**src/rtl/c17_bench_pkg.sv**
```systemverilog
// Shared types and constants for the buffered c17 benchmark.
// Used by the capture stage, its FIFO and the result checker.
package c17_bench_pkg;

  localparam int C17_LATENCY = 5;

  typedef struct packed {
    logic n23;
    logic n22;
  } c17_res_t;

endpackage

```
**src/rtl/c17_wave_capture_if.sv**
```systemverilog
// Result handshake between the capture stage and the checker.
// The capture stage is the master and drives valid and data.
interface c17_wave_capture_if;
  import c17_bench_pkg::*;

  logic     out_valid;
  logic     out_ready;
  c17_res_t out_data;

  modport master (
    output out_valid,
    output out_data,
    input  out_ready
  );

  modport slave (
    input  out_valid,
    input  out_data,
    output out_ready
  );

endinterface

```
**src/rtl/c17_capture_fifo.sv**
```systemverilog
// Synchronous FIFO with circular pointers and an occupancy count.
// A pop and a push in the same cycle are allowed even when full.
module c17_capture_fifo #(
  parameter int DEPTH = 4,
  parameter int W     = 2
) (
  input  logic                     clk,
  input  logic                     rst_n,
  input  logic                     push,
  input  logic [W-1:0]             din,
  input  logic                     pop,
  output logic [W-1:0]             dout,
  output logic [$clog2(DEPTH):0]   level,
  output logic                     full,
  output logic                     empty
);

  localparam int AW = $clog2(DEPTH);
  localparam logic [AW:0]   FULL_LVL = (AW+1)'(DEPTH);
  localparam logic [AW:0]   LVL_ONE  = (AW+1)'(1);
  localparam logic [AW-1:0] PTR_ONE  = AW'(1);

  logic [W-1:0]  mem [DEPTH];
  logic [AW-1:0] wptr;
  logic [AW-1:0] rptr;
  logic          pop_ok;
  logic          push_ok;

  assign full    = (level == FULL_LVL);
  assign empty   = (level == '0);
  assign pop_ok  = pop && !empty;
  assign push_ok = push && (!full || pop_ok);
  assign dout    = mem[rptr];

  always_ff @(posedge clk or negedge rst_n) begin
    if (!rst_n) begin
      wptr  <= '0;
      rptr  <= '0;
      level <= '0;
      for (int i = 0; i < DEPTH; i++) begin
        mem[i] <= '0;
      end
    end else begin
      if (pop_ok) begin
        rptr <= rptr + PTR_ONE;
      end
      if (push_ok) begin
        mem[wptr] <= din;
        wptr      <= wptr + PTR_ONE;
      end
      unique case ({push_ok, pop_ok})
        2'b10:   level <= level + LVL_ONE;
        2'b01:   level <= level - LVL_ONE;
        default: level <= level;
      endcase
    end
  end

endmodule

```
**src/rtl/c17_wave_capture.sv**
```systemverilog
// Capture stage for the buffered c17 netlist: token pipe, capture
// FIFO, drop handling and saturating throughput counters.
module c17_wave_capture
  import c17_bench_pkg::*;
#(
  parameter int LATENCY    = C17_LATENCY,
  parameter int FIFO_DEPTH = 4,
  parameter int CNT_W      = 16
) (
  input  logic                          clk,
  input  logic                          rst_n,
  input  logic                          in_valid,
  input  logic                          in_n22,
  input  logic                          in_n23,
  input  logic                          clear,
  c17_wave_capture_if.master            res,
  output logic [$clog2(FIFO_DEPTH):0]   fifo_level,
  output logic                          overflow,
  output logic [CNT_W-1:0]              wave_cnt,
  output logic [CNT_W-1:0]              drop_cnt
);

  localparam logic [CNT_W-1:0] CNT_MAX = '1;
  localparam logic [CNT_W-1:0] CNT_ONE = CNT_W'(1);

  logic     settle;
  logic     push;
  logic     pop;
  logic     drop;
  logic     full;
  logic     empty;
  c17_res_t cand;
  c17_res_t head;

  // The launch cycle itself counts as the first stage of latency.
  if (LATENCY == 1) begin : g_nopipe
    assign settle = in_valid;
  end else begin : g_pipe
    logic [LATENCY-2:0] tok;
    always_ff @(posedge clk or negedge rst_n) begin
      if (!rst_n) begin
        tok <= '0;
      end else begin
        tok[0] <= in_valid;
        for (int i = 1; i < LATENCY-1; i++) begin
          tok[i] <= tok[i-1];
        end
      end
    end
    assign settle = tok[LATENCY-2];
  end

  assign cand = '{n23: in_n23, n22: in_n22};
  assign pop  = res.out_valid && res.out_ready;
  assign push = settle && (!full || pop);
  assign drop = settle && !push;

  c17_capture_fifo #(
    .DEPTH (FIFO_DEPTH),
    .W     ($bits(c17_res_t))
  ) u_fifo (
    .clk   (clk),
    .rst_n (rst_n),
    .push  (push),
    .din   (cand),
    .pop   (pop),
    .dout  (head),
    .level (fifo_level),
    .full  (full),
    .empty (empty)
  );

  assign res.out_valid = !empty;
  assign res.out_data  = head;

  always_ff @(posedge clk or negedge rst_n) begin
    if (!rst_n) begin
      wave_cnt <= '0;
      drop_cnt <= '0;
      overflow <= 1'b0;
    end else if (clear) begin
      wave_cnt <= '0;
      drop_cnt <= '0;
      overflow <= 1'b0;
    end else begin
      if (push && wave_cnt != CNT_MAX) begin
        wave_cnt <= wave_cnt + CNT_ONE;
      end
      if (drop && drop_cnt != CNT_MAX) begin
        drop_cnt <= drop_cnt + CNT_ONE;
      end
      if (drop) begin
        overflow <= 1'b1;
      end
    end
  end

endmodule
```
**src/flat_wrapper.sv**
```systemverilog
// flat-port wrapper written by rule: the top's interface ports become plain ports
module c17_wave_capture_flat import c17_bench_pkg::*;
#(
  parameter int LATENCY    = C17_LATENCY,
  parameter int FIFO_DEPTH = 4,
  parameter int CNT_W      = 16
)
  (clk, rst_n, in_valid, in_n22, in_n23, clear, fifo_level, overflow, wave_cnt, drop_cnt, res_out_valid, res_out_data, res_out_ready);
  c17_wave_capture_if res_i ();
  input  logic clk;
  input  logic rst_n;
  input  logic in_valid;
  input  logic in_n22;
  input  logic in_n23;
  input  logic clear;
  output logic [$clog2(FIFO_DEPTH):0] fifo_level;
  output logic overflow;
  output logic [CNT_W-1:0] wave_cnt;
  output logic [CNT_W-1:0] drop_cnt;
  output wire logic [$bits(res_i.out_valid)-1:0] res_out_valid;
  output wire logic [$bits(res_i.out_data)-1:0] res_out_data;
  input wire logic [$bits(res_i.out_ready)-1:0] res_out_ready;
  assign res_out_valid = res_i.out_valid;
  assign res_out_data = res_i.out_data;
  assign res_i.out_ready = res_out_ready;
  c17_wave_capture #(.LATENCY(LATENCY), .FIFO_DEPTH(FIFO_DEPTH), .CNT_W(CNT_W)) u_core (.clk(clk), .rst_n(rst_n), .in_valid(in_valid), .in_n22(in_n22), .in_n23(in_n23), .clear(clear), .res(res_i), .fifo_level(fifo_level), .overflow(overflow), .wave_cnt(wave_cnt), .drop_cnt(drop_cnt));
endmodule
```
**config.mk**
```make
export PLATFORM = sky130hd
export DESIGN_NAME = c17_wave_capture_flat
export DESIGN_NICKNAME = d
export VERILOG_FILES = /design/src/rtl/c17_bench_pkg.sv /design/src/rtl/c17_wave_capture_if.sv /design/src/rtl/c17_capture_fifo.sv /design/src/rtl/c17_wave_capture.sv /design/src/flat_wrapper.sv
export SDC_FILE = /design/constraint.sdc
export NUM_CORES = 1
export LEC_CHECK = 0
export BUFFER_PORTS_ARGS = -buffer_cell sky130_fd_sc_hd__buf_2
export CORE_UTILIZATION = 45
export CTS_BUF_LIST = sky130_fd_sc_hd__clkbuf_8
export DETAILED_ROUTE_END_ITERATION = 7
export GPL_ROUTABILITY_DRIVEN = 0
export PLACE_DENSITY = 0.79
export SYNTH_ARGS = -nofsm -noshare
export SYNTH_HDL_FRONTEND = slang
export SYNTH_SLANG_ARGS = --single-unit
```
**constraint.sdc**
```tcl
create_clock -name clk -period 2.6 [get_ports clk]
set_clock_uncertainty 0.05 [all_clocks]
set_input_delay 0 -clock clk [delete_from_list [all_inputs] [get_ports clk]]
set_output_delay 0 -clock clk [all_outputs]
set_load 0.005 [all_outputs]
```
==> results by group <==
Die
  • Core area: just under 6000 sq um
  • Row count: 28
  • Effective utilization at floorplan: 0.465
  • IO Pins: 46
  • Die area: 6400 sq um
  • Chip width: around 80 microns
  • Die span in y: approximately 80 microns

Yosys
  • Seq/Total Area, Yosys: 0.475
  • Post-synth EDFFs: 0
  • Mean Syn Cell Area: around 10 sq um
  • Syn nets: 278
  • Mapped Cells: 263
  • #FFs+latches synth: between 50 and 60
  • Synth top area cells: dfrtp_1 48%, mux2_2 6.2%, or4_1 4.7%
  • Synthesized area: about 2700 sq um
  • Share of synthesized registers carrying an async set or reset: 1.00
  • Most common flop cell mapped by yosys: dfrtp_1
  • Post-synth top area cell: dfrtp_1
  • Yosys Warn Count: 0
  • Yosys cell types: 44
  • Top cell type's share of synthesized area: 0.475

Detailed routing
  • TritonRoute pass-1 iters: 5
  • Vias: approximately 2.3k
  • 1st-iter DRT viols: around 130
  • Final wirelength: 6080 microns
  • Drt drc: 0
  • Max Used Layer: met4
  • Via/cell ratio: 5.84
  • Metal1 wirelength: 2800 microns
  • DR WL/cell: 15.5 microns
  • Metal2 WL: around 3000 microns
  • Routed wl met3: 250 microns
  • Routed Antenna Nets: 0

Worst setup path
  • Slowest-stage cell, CP: nor4b_2
  • CP cell instances: nor4b_2 -> nor2_2 -> clkinv_1 -> ha_1 -> inv_1 -> fa_1 -> xor2_1 -> nor2_1 -> xor2_1
  • Worst r2r dst: u_core.u_fifo.level[2]
  • WP data arrival: 2560 ps
  • Critical path origin: u_core.u_fifo.level[0]
  • Worst r2r path cells: 9
  • CP Capture Type: flop
  • Crit Path Class: flop to flop
  • Worst reg2reg startpoint: u_core.u_fifo.level[0]
  • Worst R2R Setup Slack: 220 ps
  • Cell family with most CP delay: simple AND/OR/NAND/NOR gates
  • Max FO, Critical Path: 6
  • Critical Path RT: 2790 ps
  • Critical Path Most Common Cell: xor2_1
  • CP peak stage delay: 610 ps
  • Worst Path Buf+Inv: 2
  • CP startpoint kind: flop

Clock network
  • Clock slew at reported path FFs: 100 ps
  • CTS Buf Count: 5
  • Later-pin clock latency in the skew report: 300 ps
  • Clock H-tree levels: 2
  • Post-CTS sizing: 0
  • CTS sink cnt: 52
  • Root buffer cell: clkbuf_8
  • CTS max path bufs: 2
  • CTS tree: yes

Status
  • Status: finished clean

Layout
  • Non-filler instance count after layout: 393
  • Utilization after layout: 0.543
  • Area grow syn2layout: 16.8%
  • Diodes inserted: 0
  • Nets: 333
  • Fill count: 522
  • Layout cells sized above 1: 0.270

Timing
  • # setup viols final: 0
  • Final Max Tran Viols: 0
  • Slack of the critical path: 224 ps
  • Setup tns final: 0 ps
  • Tcrit/Tclk final: 0.914
  • Unrepaired setup endpoints after global routing: no
  • Tmin final: 2380 ps
  • Max Fclk: about 420 MHz
  • Hold WS: just under 70 ps
  • Slew @ Worst Pin: around 800 ps
  • Max-slew headroom: 0.453
  • Hold Violations, Final: 0

Placement
  • Dpl hpwl: roughly 4300 microns
  • Port Buffers: between 40 and 50
  • DP Cell Count: 382
  • Place WS: 245 ps

GRT
  • Gr ovfl total: 0
  • Largest net degree at the start of global routing: 43
  • First-pass GRT wire length: 9920 microns
  • Initial antenna violation count: 0
  • Gr usage total: 0.199
  • Vias in the first global route: 2140

Power
  • Pwr dens: around 640 nW/um^2
  • Leak: 1.37 nW
  • Maximum vdd drop: approximately 0.36 mV

Min path
  • Min-Delay Endpoint: u_core.u_fifo.rptr[0]
  • Worst hold path startpoint: res_out_ready
  • Hold WC Path Type: input port to flop
  • Min-Delay Path Depth: 3

Job
  • Max Cap Viol: 0
==> state kept, by name, summed over array words and instances, names as in the netlist <==
signal	flops
u_core.wave_cnt	16
u_core.drop_cnt	16
u_core.g_pipe.tok	4
u_core.overflow	1
u_core.u_fifo.mem	8
u_core.u_fifo.wptr	2
u_core.u_fifo.level	3
u_core.u_fifo.rptr	2
==> cells in the mapped netlist, types with 4 or more instances <==
library cell	instances
nor2b_1	7
nor3_1	5
nand2_1	13
nand2b_1	5
nand3_1	11
ha_1	7
o21ai_0	8
or4_1	17
a21oi_1	22
dfrtp_1	52
o31ai_1	15
or3_1	4
mux2_2	15
clkbuf_1	4
nor2_1	12
nor4_1	7
nand4_1	10
inv_1	9
==> report_power, final <==
part           switching, mW  leakage, nW  total (mW)  internal, mW
clock network          0.257       0.0400       0.440         0.183
logic                  0.247        0.649       0.535         0.289
registers              0.123        0.683        1.06         0.942
total                  0.626         1.37        2.04          1.41
==> metal layers <==
metal / GRT usage / up-vias
met1: 0.263 / 1136
li1: - / 1101
met2: 0.330 / 56
met5: 0 / -
met4: 0.0643 / 0
met3: 0.0343 / 4
==> how the worst max path moves through the flow <==
stage / cells past startpoint / endpoint / slack [ps]
3_3_place_gp: 9 / u_core.u_fifo.level[2] / 350
3_5_place_dp: 9 / u_core.u_fifo.level[2] / 240
5_1_grt: 4 / u_core.drop_cnt[14] / 20
6_report: 9 / u_core.u_fifo.level[2] / 220
4_1_cts: 9 / u_core.u_fifo.level[2] / 240
2_1_floorplan: 10 / u_core.u_fifo.level[2] / 120
==> kinds of logic (layout without fill, tap and decap cells) <==
| kind of cell | count (synthesis) | in the layout | synth area share |
|---|---|---|---|
| buf+inv | 19 | 74 | 0.0334 |
| simple gates | 108 | 108 | 0.234 |
| fa+ha+maj | 8 | 8 | 0.0393 |
| flops | 52 | 52 | 0.475 |
| xor+xnor | 6 | 6 | 0.0192 |
| mux | 19 | 19 | 0.0855 |
| compound gates | 51 | 51 | 0.113 |
==> per-stage QoR <==
stage | power [mW] | area (sq um)
detailed placement | 1.61 | 3080
CTS | 2.05 | 3200
global placement | 1.57 | 3080
finish | 2.04 | 3200
global route | 2.16 | 3200
floorplan | 1.42 | 2740
==> cell usage in the layout, fill, tap and decap left out, drive strengths merged, types with 3 or more instances in the layout <==
cell type and n:
dfrtp 52, a21oi 22, mux2 15, nand2 13
xor2 3, nand4 10, or2 3, nor4 7
or3 5, buf 53, o31ai 15, xnor2 3
nor2 13, clkbuf 5, o21ai 8, nand2b 5
nand3 11, nor3 5, nor2b 7, ha 7
or4 18, dlygate4sd3 4, inv 9
==> final cells by class <==
| cell class | instances | area (sq um) | area share |
|---|---|---|---|
| Multi-Input combinational cell | 192 | 1360 | 0.425 |
| Clock buffer | 5 | 68.8 | 0.0215 |
| Tap cell | 75 | 93.8 | 0.0294 |
| Inverter | 10 | 37.5 | 0.0117 |
| Sequential cell | 52 | 1300 | 0.407 |
| Timing Repair Buffer | 57 | 325 | 0.102 |
| Clock inverter | 2 | 12.5 | 0.00391 |
==> what timing repair did <==
item / CTS / global route
hold endpoints to repair: 33 / 0
buffers inserted: 0 / 0
hold buffers: 4 / 0
==> worst reg2reg max path, delay by kind of cell (launching register included) <==
kind / cells / cell delay (ps)
AND/OR/NAND/NOR: 3 / 820
adder cells (fa/ha/maj): 2 / 540
flip-flops: 1 / 460
XOR/XNOR: 2 / 300
buffers and inverters: 2 / 140
Power figures use the tool's default switching activity.
